===== config.mk =====
export PLATFORM = sky130hd
export DESIGN_NAME = vedic_mul_pipe
export DESIGN_NICKNAME = d
export VERILOG_FILES = /design/src/rtl/vedic_mul_pipe.sv
export SDC_FILE = /design/constraint.sdc
export NUM_CORES = 2
export LEC_CHECK = 0
export BUFFER_PORTS_ARGS = -buffer_cell sky130_fd_sc_hd__buf_2
export CAP_MARGIN = 40
export CORE_AREA = 3 3 338 340
export DETAILED_ROUTE_END_ITERATION = 10
export DIE_AREA = 0 0 341 343
export PLACE_DENSITY = 0.67
export SYNTH_ARGS = -nofsm -noshare
export SYNTH_HDL_FRONTEND = slang
export SYNTH_SLANG_ARGS = --single-unit
export TNS_END_PERCENT = 1

===== constraint.sdc =====
create_clock -name clk -period 7.4 [get_ports clk]
set_input_delay 1.85 -clock clk [delete_from_list [all_inputs] [get_ports clk]]
set_output_delay 1.85 -clock clk [all_outputs]
set_load 0.05 [all_outputs]

===== src/rtl/vedic_mul_pipe.sv =====
// -----------------------------------------------------------------------------
// vedic_mul_pipe: 3-stage pipelined WIDTH x WIDTH multiplier with UU/SS/SU
// modes, built around a recursive unsigned vedic (urdhva) core.
//   S1: operand magnitudes + result sign
//   S2: four WIDTH/2 x WIDTH/2 partial products
//   S3: recombined, sign-corrected 2*WIDTH product
// Ports:
//   clk, rst_n        clock, async active-low reset
//   flush             synchronous kill of every in-flight beat
//   in_valid/in_ready operand handshake (in_ready is combinational)
//   A, B, mode        operands; mode 00 UU, 01 SS, 10 SU, 11 UU
//   in_tag            sideband carried alongside the beat
//   out_valid/out_ready result handshake
//   Z, out_tag        full product and its tag
//   busy              any stage holds a valid beat
// -----------------------------------------------------------------------------

// Recursive unsigned vedic multiplier; splits in half until W <= 2**MIN_LVL.
module vedic_umul #(
    parameter int unsigned W       = 8,
    parameter int unsigned MIN_LVL = 2
) (
    input  logic [W-1:0]   i_a,
    input  logic [W-1:0]   i_b,
    output logic [2*W-1:0] o_z_c
);
    localparam int unsigned LEAF_W = 32'd1 << MIN_LVL;

    if (W <= LEAF_W || W < 2) begin : g_leaf
        assign o_z_c = (2*W)'(i_a) * (2*W)'(i_b);
    end else begin : g_split
        localparam int unsigned H = W / 2;

        logic [W-1:0] w_ll;
        logic [W-1:0] w_lh;
        logic [W-1:0] w_hl;
        logic [W-1:0] w_hh;
        logic [W:0]   w_mid;

        vedic_umul #(.W(H), .MIN_LVL(MIN_LVL)) u_ll (
            .i_a(i_a[H-1:0]), .i_b(i_b[H-1:0]), .o_z_c(w_ll));
        vedic_umul #(.W(H), .MIN_LVL(MIN_LVL)) u_lh (
            .i_a(i_a[H-1:0]), .i_b(i_b[W-1:H]), .o_z_c(w_lh));
        vedic_umul #(.W(H), .MIN_LVL(MIN_LVL)) u_hl (
            .i_a(i_a[W-1:H]), .i_b(i_b[H-1:0]), .o_z_c(w_hl));
        vedic_umul #(.W(H), .MIN_LVL(MIN_LVL)) u_hh (
            .i_a(i_a[W-1:H]), .i_b(i_b[W-1:H]), .o_z_c(w_hh));

        // Cross terms keep their carry; ll and hh never overlap so they concatenate.
        assign w_mid = (W+1)'(w_lh) + (W+1)'(w_hl);
        assign o_z_c = {w_hh, w_ll} + ((2*W)'(w_mid) << H);
    end
endmodule

module vedic_mul_pipe #(
    parameter int unsigned WIDTH         = 32,
    parameter int unsigned MIN_MUL_LEVEL = 4,
    parameter int unsigned TAG_WIDTH     = 4
) (
    input  logic                   clk,
    input  logic                   rst_n,
    input  logic                   flush,
    input  logic                   in_valid,
    output logic                   in_ready,
    input  logic [WIDTH-1:0]       A,
    input  logic [WIDTH-1:0]       B,
    input  logic [1:0]             mode,
    input  logic [TAG_WIDTH-1:0]   in_tag,
    output logic                   out_valid,
    input  logic                   out_ready,
    output logic [2*WIDTH-1:0]     Z,
    output logic [TAG_WIDTH-1:0]   out_tag,
    output logic                   busy
);
    localparam int unsigned HALF = WIDTH / 2;
    localparam logic [1:0]  MODE_SS = 2'b01;
    localparam logic [1:0]  MODE_SU = 2'b10;

    if (WIDTH < 4 || (WIDTH & (WIDTH - 1)) != 0) begin : g_bad_width
        $fatal(1, "vedic_mul_pipe: WIDTH must be a power of 2 and >= 4");
    end

    // Stage registers
    logic                   r_s1_valid;
    logic [WIDTH-1:0]       r_s1_mag_a;
    logic [WIDTH-1:0]       r_s1_mag_b;
    logic                   r_s1_neg;
    logic [TAG_WIDTH-1:0]   r_s1_tag;

    logic                   r_s2_valid;
    logic [WIDTH-1:0]       r_pp_ll;
    logic [WIDTH-1:0]       r_pp_lh;
    logic [WIDTH-1:0]       r_pp_hl;
    logic [WIDTH-1:0]       r_pp_hh;
    logic                   r_s2_neg;
    logic [TAG_WIDTH-1:0]   r_s2_tag;

    logic                   r_s3_valid;
    logic [2*WIDTH-1:0]     r_z;
    logic [TAG_WIDTH-1:0]   r_s3_tag;

    // Combinational nets
    logic                   w_s1_en;
    logic                   w_s2_en;
    logic                   w_s3_en;
    logic                   w_accept;
    logic                   w_a_neg;
    logic                   w_b_neg;
    logic [WIDTH-1:0]       w_mag_a;
    logic [WIDTH-1:0]       w_mag_b;
    logic [WIDTH-1:0]       w_pp_ll;
    logic [WIDTH-1:0]       w_pp_lh;
    logic [WIDTH-1:0]       w_pp_hl;
    logic [WIDTH-1:0]       w_pp_hh;
    logic [WIDTH:0]         w_mid;
    logic [2*WIDTH-1:0]     w_mag_prod;
    logic [2*WIDTH-1:0]     w_prod;

    // Stage enables: a stage loads when empty or when its successor loads.
    assign w_s3_en  = !r_s3_valid | out_ready;
    assign w_s2_en  = !r_s2_valid | w_s3_en;
    assign w_s1_en  = !r_s1_valid | w_s2_en;
    assign in_ready = rst_n & w_s1_en & !flush;
    assign w_accept = in_valid & in_ready;

    // Operand magnitudes; negating the most negative value wraps to 2^(WIDTH-1),
    // which is exactly the correct unsigned magnitude.
    assign w_a_neg = ((mode == MODE_SS) || (mode == MODE_SU)) & A[WIDTH-1];
    assign w_b_neg = (mode == MODE_SS) & B[WIDTH-1];
    assign w_mag_a = w_a_neg ? -A : A;
    assign w_mag_b = w_b_neg ? -B : B;

    // Partial products of the S1 magnitudes
    vedic_umul #(.W(HALF), .MIN_LVL(MIN_MUL_LEVEL)) u_pp_ll (
        .i_a(r_s1_mag_a[HALF-1:0]),     .i_b(r_s1_mag_b[HALF-1:0]),     .o_z_c(w_pp_ll));
    vedic_umul #(.W(HALF), .MIN_LVL(MIN_MUL_LEVEL)) u_pp_lh (
        .i_a(r_s1_mag_a[HALF-1:0]),     .i_b(r_s1_mag_b[WIDTH-1:HALF]), .o_z_c(w_pp_lh));
    vedic_umul #(.W(HALF), .MIN_LVL(MIN_MUL_LEVEL)) u_pp_hl (
        .i_a(r_s1_mag_a[WIDTH-1:HALF]), .i_b(r_s1_mag_b[HALF-1:0]),     .o_z_c(w_pp_hl));
    vedic_umul #(.W(HALF), .MIN_LVL(MIN_MUL_LEVEL)) u_pp_hh (
        .i_a(r_s1_mag_a[WIDTH-1:HALF]), .i_b(r_s1_mag_b[WIDTH-1:HALF]), .o_z_c(w_pp_hh));

    // Recombination with retained mid-sum carry, then sign correction
    assign w_mid      = (WIDTH+1)'(r_pp_lh) + (WIDTH+1)'(r_pp_hl);
    assign w_mag_prod = {r_pp_hh, r_pp_ll} + ((2*WIDTH)'(w_mid) << HALF);
    assign w_prod     = r_s2_neg ? -w_mag_prod : w_mag_prod;

    // Valid bits; flush wins over every handshake
    always_ff @(posedge clk or negedge rst_n) begin
        if (!rst_n) begin
            r_s1_valid <= 1'b0;
            r_s2_valid <= 1'b0;
            r_s3_valid <= 1'b0;
        end else if (flush) begin
            r_s1_valid <= 1'b0;
            r_s2_valid <= 1'b0;
            r_s3_valid <= 1'b0;
        end else begin
            if (w_s1_en) r_s1_valid <= w_accept;
            if (w_s2_en) r_s2_valid <= r_s1_valid;
            if (w_s3_en) r_s3_valid <= r_s2_valid;
        end
    end

    // Datapath registers load only when a real beat moves in
    always_ff @(posedge clk or negedge rst_n) begin
        if (!rst_n) begin
            r_s1_mag_a <= '0;
            r_s1_mag_b <= '0;
            r_s1_neg   <= 1'b0;
            r_s1_tag   <= '0;
            r_pp_ll    <= '0;
            r_pp_lh    <= '0;
            r_pp_hl    <= '0;
            r_pp_hh    <= '0;
            r_s2_neg   <= 1'b0;
            r_s2_tag   <= '0;
            r_z        <= '0;
            r_s3_tag   <= '0;
        end else begin
            if (w_accept) begin
                r_s1_mag_a <= w_mag_a;
                r_s1_mag_b <= w_mag_b;
                r_s1_neg   <= w_a_neg ^ w_b_neg;
                r_s1_tag   <= in_tag;
            end
            if (w_s2_en && r_s1_valid) begin
                r_pp_ll  <= w_pp_ll;
                r_pp_lh  <= w_pp_lh;
                r_pp_hl  <= w_pp_hl;
                r_pp_hh  <= w_pp_hh;
                r_s2_neg <= r_s1_neg;
                r_s2_tag <= r_s1_tag;
            end
            if (w_s3_en && r_s2_valid) begin
                r_z      <= w_prod;
                r_s3_tag <= r_s2_tag;
            end
        end
    end

    assign out_valid = r_s3_valid;
    assign Z         = r_z;
    assign out_tag   = r_s3_tag;
    assign busy      = r_s1_valid | r_s2_valid | r_s3_valid;
endmodule


[Word level (Yosys, flattened, before mapping)]
Index checks and enable logic that the tools add are counted.
W data, S select, Z words.
Cells by class
  add/sub/neg operators: 5
  reduce and logical (&&, ||, !) cells: 10
  bitwise operators: 11
  muxes and demuxes: 9
  eq/ne operators: 2
  multiply operators: 4
Operator list (number)
  $mul A16 B16 Y32: 4
  $add A64 B49 Y64: 1
  $mux W32: 2
  $mux W64: 1
  $neg A32 Y32: 2
  $neg A64 Y64: 1
  $add A32 B32 Y33: 1
  $mux W1: 6
  $reduce_bool A2 Y1: 3
  $and A1 B1 Y1: 5
  $or A1 B1 Y1: 5
  $logic_not A1 Y1: 4
  $eq A2 B1 Y1 const B: 1
  $eq A2 B2 Y1 const B: 1
  $logic_and A1 B1 Y1: 2
  $logic_or A1 B1 Y1: 1
  $xor A1 B1 Y1: 1
Storage, ports and cells
  logic and storage cells: 56
  bits of input ports: 75
  output and inout bits: 71
  register bits: 273

[Depth between registers and ports, before layout]
  depth in word-level cells: 9
  depth in mapped cells: 29
  mapped depth without buffers: 26

[Modules after synthesis]
From an unflattened synthesis, not the netlist that was laid out.
Second synthesis, totals
  cell total of the unflattened synthesis: 5823
  area total of the unflattened synthesis: 51548.2 sq um
Modules (own cells, without submodules)
  vedic_mul_pipe: area an instance 17091.4 sq um, cells each 1816, instances 1, seq. area each 6831.6 sq um
  vedic_umul at u_pp_ll: area an instance 8658.3 sq um, cells each 1012, instances 1, seq. area each 0.0 sq um
  vedic_umul at u_pp_hl: area an instance 8630.8 sq um, cells each 1004, instances 1, seq. area each 0.0 sq um
  vedic_umul at u_pp_lh: area an instance 8592.0 sq um, cells each 997, instances 1, seq. area each 0.0 sq um
  vedic_umul at u_pp_hh: area an instance 8575.7 sq um, cells each 994, instances 1, seq. area each 0.0 sq um

[Worst setup path before layout]
Ideal clock, no wire load.
  path type: reg2reg
  start point: register r_s1_mag_b[17]
  end point: register r_pp_hh[30]
  library setup time: 0.133 ns
  data arrival time: 6.274 ns
  period minus slack after synthesis: 6.408 ns
  required time: 7.267 ns
  slack: 0.992 ns
  stages on the path, launching flop included: 26
  buffers on the path: 1
  cell sequence: dfrtp_1 -> clkbuf_1 -> nand2_1 -> fa_1 -> inv_1 -> fa_1 -> inv_1 -> fa_1 -> inv_1 -> fa_1 -> inv_1 -> fa_1 -> fa_1 -> inv_1 -> ha_1 -> a21o_1 -> a21o_1 -> a21oi_1 -> o21bai_1 -> a21o_1 -> a221oi_1 -> o21bai_1 -> and4_1 -> a2111oi_0 -> xor2_1 -> o21ai_0
On the way
  word-level cells in the longest chain between the ends: 1
Ends and longest elaborated chain
  start: declaration: RTL line 86  | logic [WIDTH-1:0] r_s1_mag_b;
  start signal: assignment: RTL line 183  | r_s1_mag_b <= w_mag_b;
  $mul A16 B16 Y32: RTL line 30  | assign o_z_c = (2*W)'(i_a) * (2*W)'(i_b);
  end signal: assignment: RTL line 191  | r_pp_hh <= w_pp_hh;
  end: declaration: RTL line 94  | logic [WIDTH-1:0] r_pp_hh;
Every way passes these cells.
A chain may end at the register's enable or synchronous reset.

[Final worst setup path]
  start point: register r_s1_mag_a[28]
  end point: register r_pp_hl[30]
On the way
  word-level cells in the longest chain between the ends: 1
Ends and longest elaborated chain
  start: declaration: RTL line 85  | logic [WIDTH-1:0] r_s1_mag_a;
  start signal: assignment: RTL line 182  | r_s1_mag_a <= w_mag_a;
  $mul A16 B16 Y32: RTL line 30
  end signal: assignment: RTL line 190  | r_pp_hl <= w_pp_hl;
  end: declaration: RTL line 93  | logic [WIDTH-1:0] r_pp_hl;
Every way passes these cells.

==> results.yml <==
critical_path:
  arrival_ns: 7.57
  worstPathMaxFanout: 14
  startpoint_type: "flop"
  crit_required_ns: 7.87
  path_class: "flop to flop"
  critPathCaptureType: "flop"
timing:
  max_slew.worst_pin.slew_ns: 0.904
  fmax_mhz: 141
  slew_viol_final: 0
  skew_ns: 0.0226
  max_slew_margin_pct: 39.7
  finalSetupViolCount: 0
  hold_viol_final: 0
  post-route-min-period_ns: 7.11
  finalCritPeriodShare_pct: 96.0
route:
  drtIter0Drc: 2806
  drt_pass1_iterations: 5
  vias: 39500
  viasPerCell: 5.30
  wire_per_inst_um: 18.8
  wirelength_um: 140000
  ant_nets: 0
  drc: 0
final_layout:
  finalNonFillerCells: 7446
  area_delta_synth_final_pct: 9.11
  layout-drive-gt1-share_pct: 8.38
  n_fill_cell: 10800
  layout.nets: 7259
die:
  die_h_um: 343
  dieArea_um2: 117000
  die_x_um: 341
  start_util_pct: 44.7
  fp-row-count: 123
  coreArea_um2: 112000
  io_pins: 146
synthesis:
  synth_commonest_cells: "1072 x nand2_1, 1011 x inv_1, 778 x fa_1, 487 x ha_1, 362 x and2_1"
  avgSynthCellArea_um2: 8.57
  yosysMostFrequentCell: "nand2_1"
  ys_ff_latch: 273
  synthCells: 5835
  syn-num-nets: 7175
  synth.top_cells.by_area: "fa_1 31%, dfrtp_1 14%, ha_1 12%"
  synth_area_um2: 50000
  ys_types: 88
  synth_warnings: 0
  yosysTopAreaCell: "fa_1"
  ys_seq_area_share_pct: 13.7
  netlist.area_leader.share_pct: 31.2
  synth_edf_count: 0
  synth-main-ff-cell: "dfrtp_1"
  synthArstFlopShare_pct: 100
global_routing:
  grt_pass1_wl_um: 227000
  grt_usage_pct: 24.5
  top_usage_layer: "met2"
  use_met2_pct: 36.9
  met1_usage_pct: 35.6
  grt_max_degree: 130
  grt_antenna_before_repair: 5
  grt_pass1_vias: 40600
  grt_overflow: 0
  met3_usage_pct: 4.78
run_status:
  status: "finished clean"
cts:
  clockBufferDepth: 3
  clock_latency_ns: 0.59
  cts.sinks: 273
  clk_pin_slew_ns: 0.06
  numCtsBuffers: 37
  post_cts_buffers: 0
  cts_hold_buffers: 0
  cts-root-buf: "clkbuf_16"
  cts_tree: "done"
  cts.htree.levels: 2
place:
  place.gp.congestion: 0.947
  dpl.hpwl_um: 114000
  dp_cells: 7380
  port_buffers: 145
min_path:
  hold_path_class: "flop to flop"
flow_run:
  cap_violations: 0
cells in the final DEF, fill, tap and decap left out, drive strengths merged, types with 18 or more instances in the layout:
| cell | count |
|---|---|
| clkbuf | 48 |
| nor3 | 48 |
| a31oi | 18 |
| dfrtp | 273 |
| and3 | 18 |
| ha | 487 |
| nand2 | 1072 |
| nor2 | 143 |
| a21o | 78 |
| nor2b | 20 |
| xor2 | 124 |
| inv | 1012 |
| o211ai | 21 |
| mux2 | 35 |
| a21oi | 159 |
| buf | 333 |
| and2 | 362 |
| o21a | 28 |
| or4 | 18 |
| o21ai | 342 |
| xnor2 | 170 |
| a211oi | 21 |
| nand4 | 30 |
| nand3 | 48 |
| nand2b | 26 |
| o31ai | 35 |
| fa | 778 |
| o21bai | 30 |
worst max-delay path, cell delays in order, from the launching register on:
cell and delay [ns]:
dfrtp_2 0.57, buf_4 0.29, nand2_1 0.11, fa_1 0.50, inv_1 0.06, fa_1 0.54
inv_1 0.05, fa_1 0.49, inv_1 0.06, fa_1 0.54, inv_1 0.05, fa_1 0.45
fa_1 0.49, inv_1 0.04, ha_1 0.31, a21o_1 0.19, a21o_1 0.17, a21oi_1 0.14
o21ai_0 0.14, o21ai_0 0.31, a41oi_1 0.19, o21ai_0 0.28, a21oi_1 0.18, o41ai_1 0.36
nor4b_1 0.09, or3_1 0.37
kinds of logic (layout without fill, tap and decap cells):
group / count (synthesis) / in the layout / share of synthesized area [%]
flip-flops: 273 / 273 / 13.7
buffers and inverters: 1299 / 1409 / 9.82
AND/OR/NAND/NOR: 1855 / 1855 / 17.2
adder cells (fa/ha/maj): 1265 / 1265 / 43.3
other: 0 / 1 / 0
multiplexers: 40 / 40 / 0.888
XOR/XNOR: 294 / 294 / 5.15
AO/OA/AOI/OAI: 809 / 809 / 9.94
state kept, by name (all words and copies together) (netlist names), 32 cells and up:
name and cells:
r_pp_hh 32, Z 64, r_pp_ll 32, r_s1_mag_a 32
r_pp_hl 32, r_s1_mag_b 32, r_pp_lh 32
per-layer routing:
layer	up-vias	wire length, um
met1	19400	63500
met3	214	12200
met4	6	4370
met2	1484	59800
li1	18400	-
met5	-	39
final timing paths:
path,slack (ns),depth (start not counted),endpoint,from
max,0.29,25,r_pp_hl[30],r_s1_mag_a[28]
min,0.46,2,out_tag[1],r_s2_tag[1]
max reg2reg,0.29,25,r_pp_hl[30],r_s1_mag_a[28]
min reg2reg,0.46,2,out_tag[1],r_s2_tag[1]
max in group asynchronous,4.19,3,r_s1_mag_b[14],rst_n
min in group asynchronous,1.27,1,r_pp_hl[12],rst_n
metrics by stage:
step	worst slack [ns]	util [%]	TNS [ns]	hold slack (ns)	area, um^2
floorplan	0.992	-	0	0.433	50000
global placement	-0.0173	47.4	-0.0173	0.445	53100
detailed placement	0.0462	47.5	0	0.452	53200
CTS	0.0180	48.7	0	0.471	54500
global route	-0.00216	48.8	-0.00216	0.488	54500
finish	0.295	48.8	0	0.462	54600
layout make-up:
cell class                      instances  area [um^2]  area share [%]
Timing Repair Buffer                  333         2410            4.42
Multi-Input combinational cell       4263        38300            70.2
Tap cell                             1500         1880            3.44
Antenna cell                            1         2.50         0.00459
Clock buffer                           48         1040            1.90
Inverter                             1011         3790            6.96
Clock inverter                         17          278           0.509
Sequential cell                       273         6860            12.6
timing repair:
| action | in CTS | in global routing |
|---|---|---|
| hold endpoints to repair | 0 | 0 |
| setup endpoints to repair | 0 | 10 |
| resized for setup | 0 | 22 |
Power is left out: the tool's default activity adds up to more than one toggle a clock period on the data nets, which glitch-free logic cannot reach.
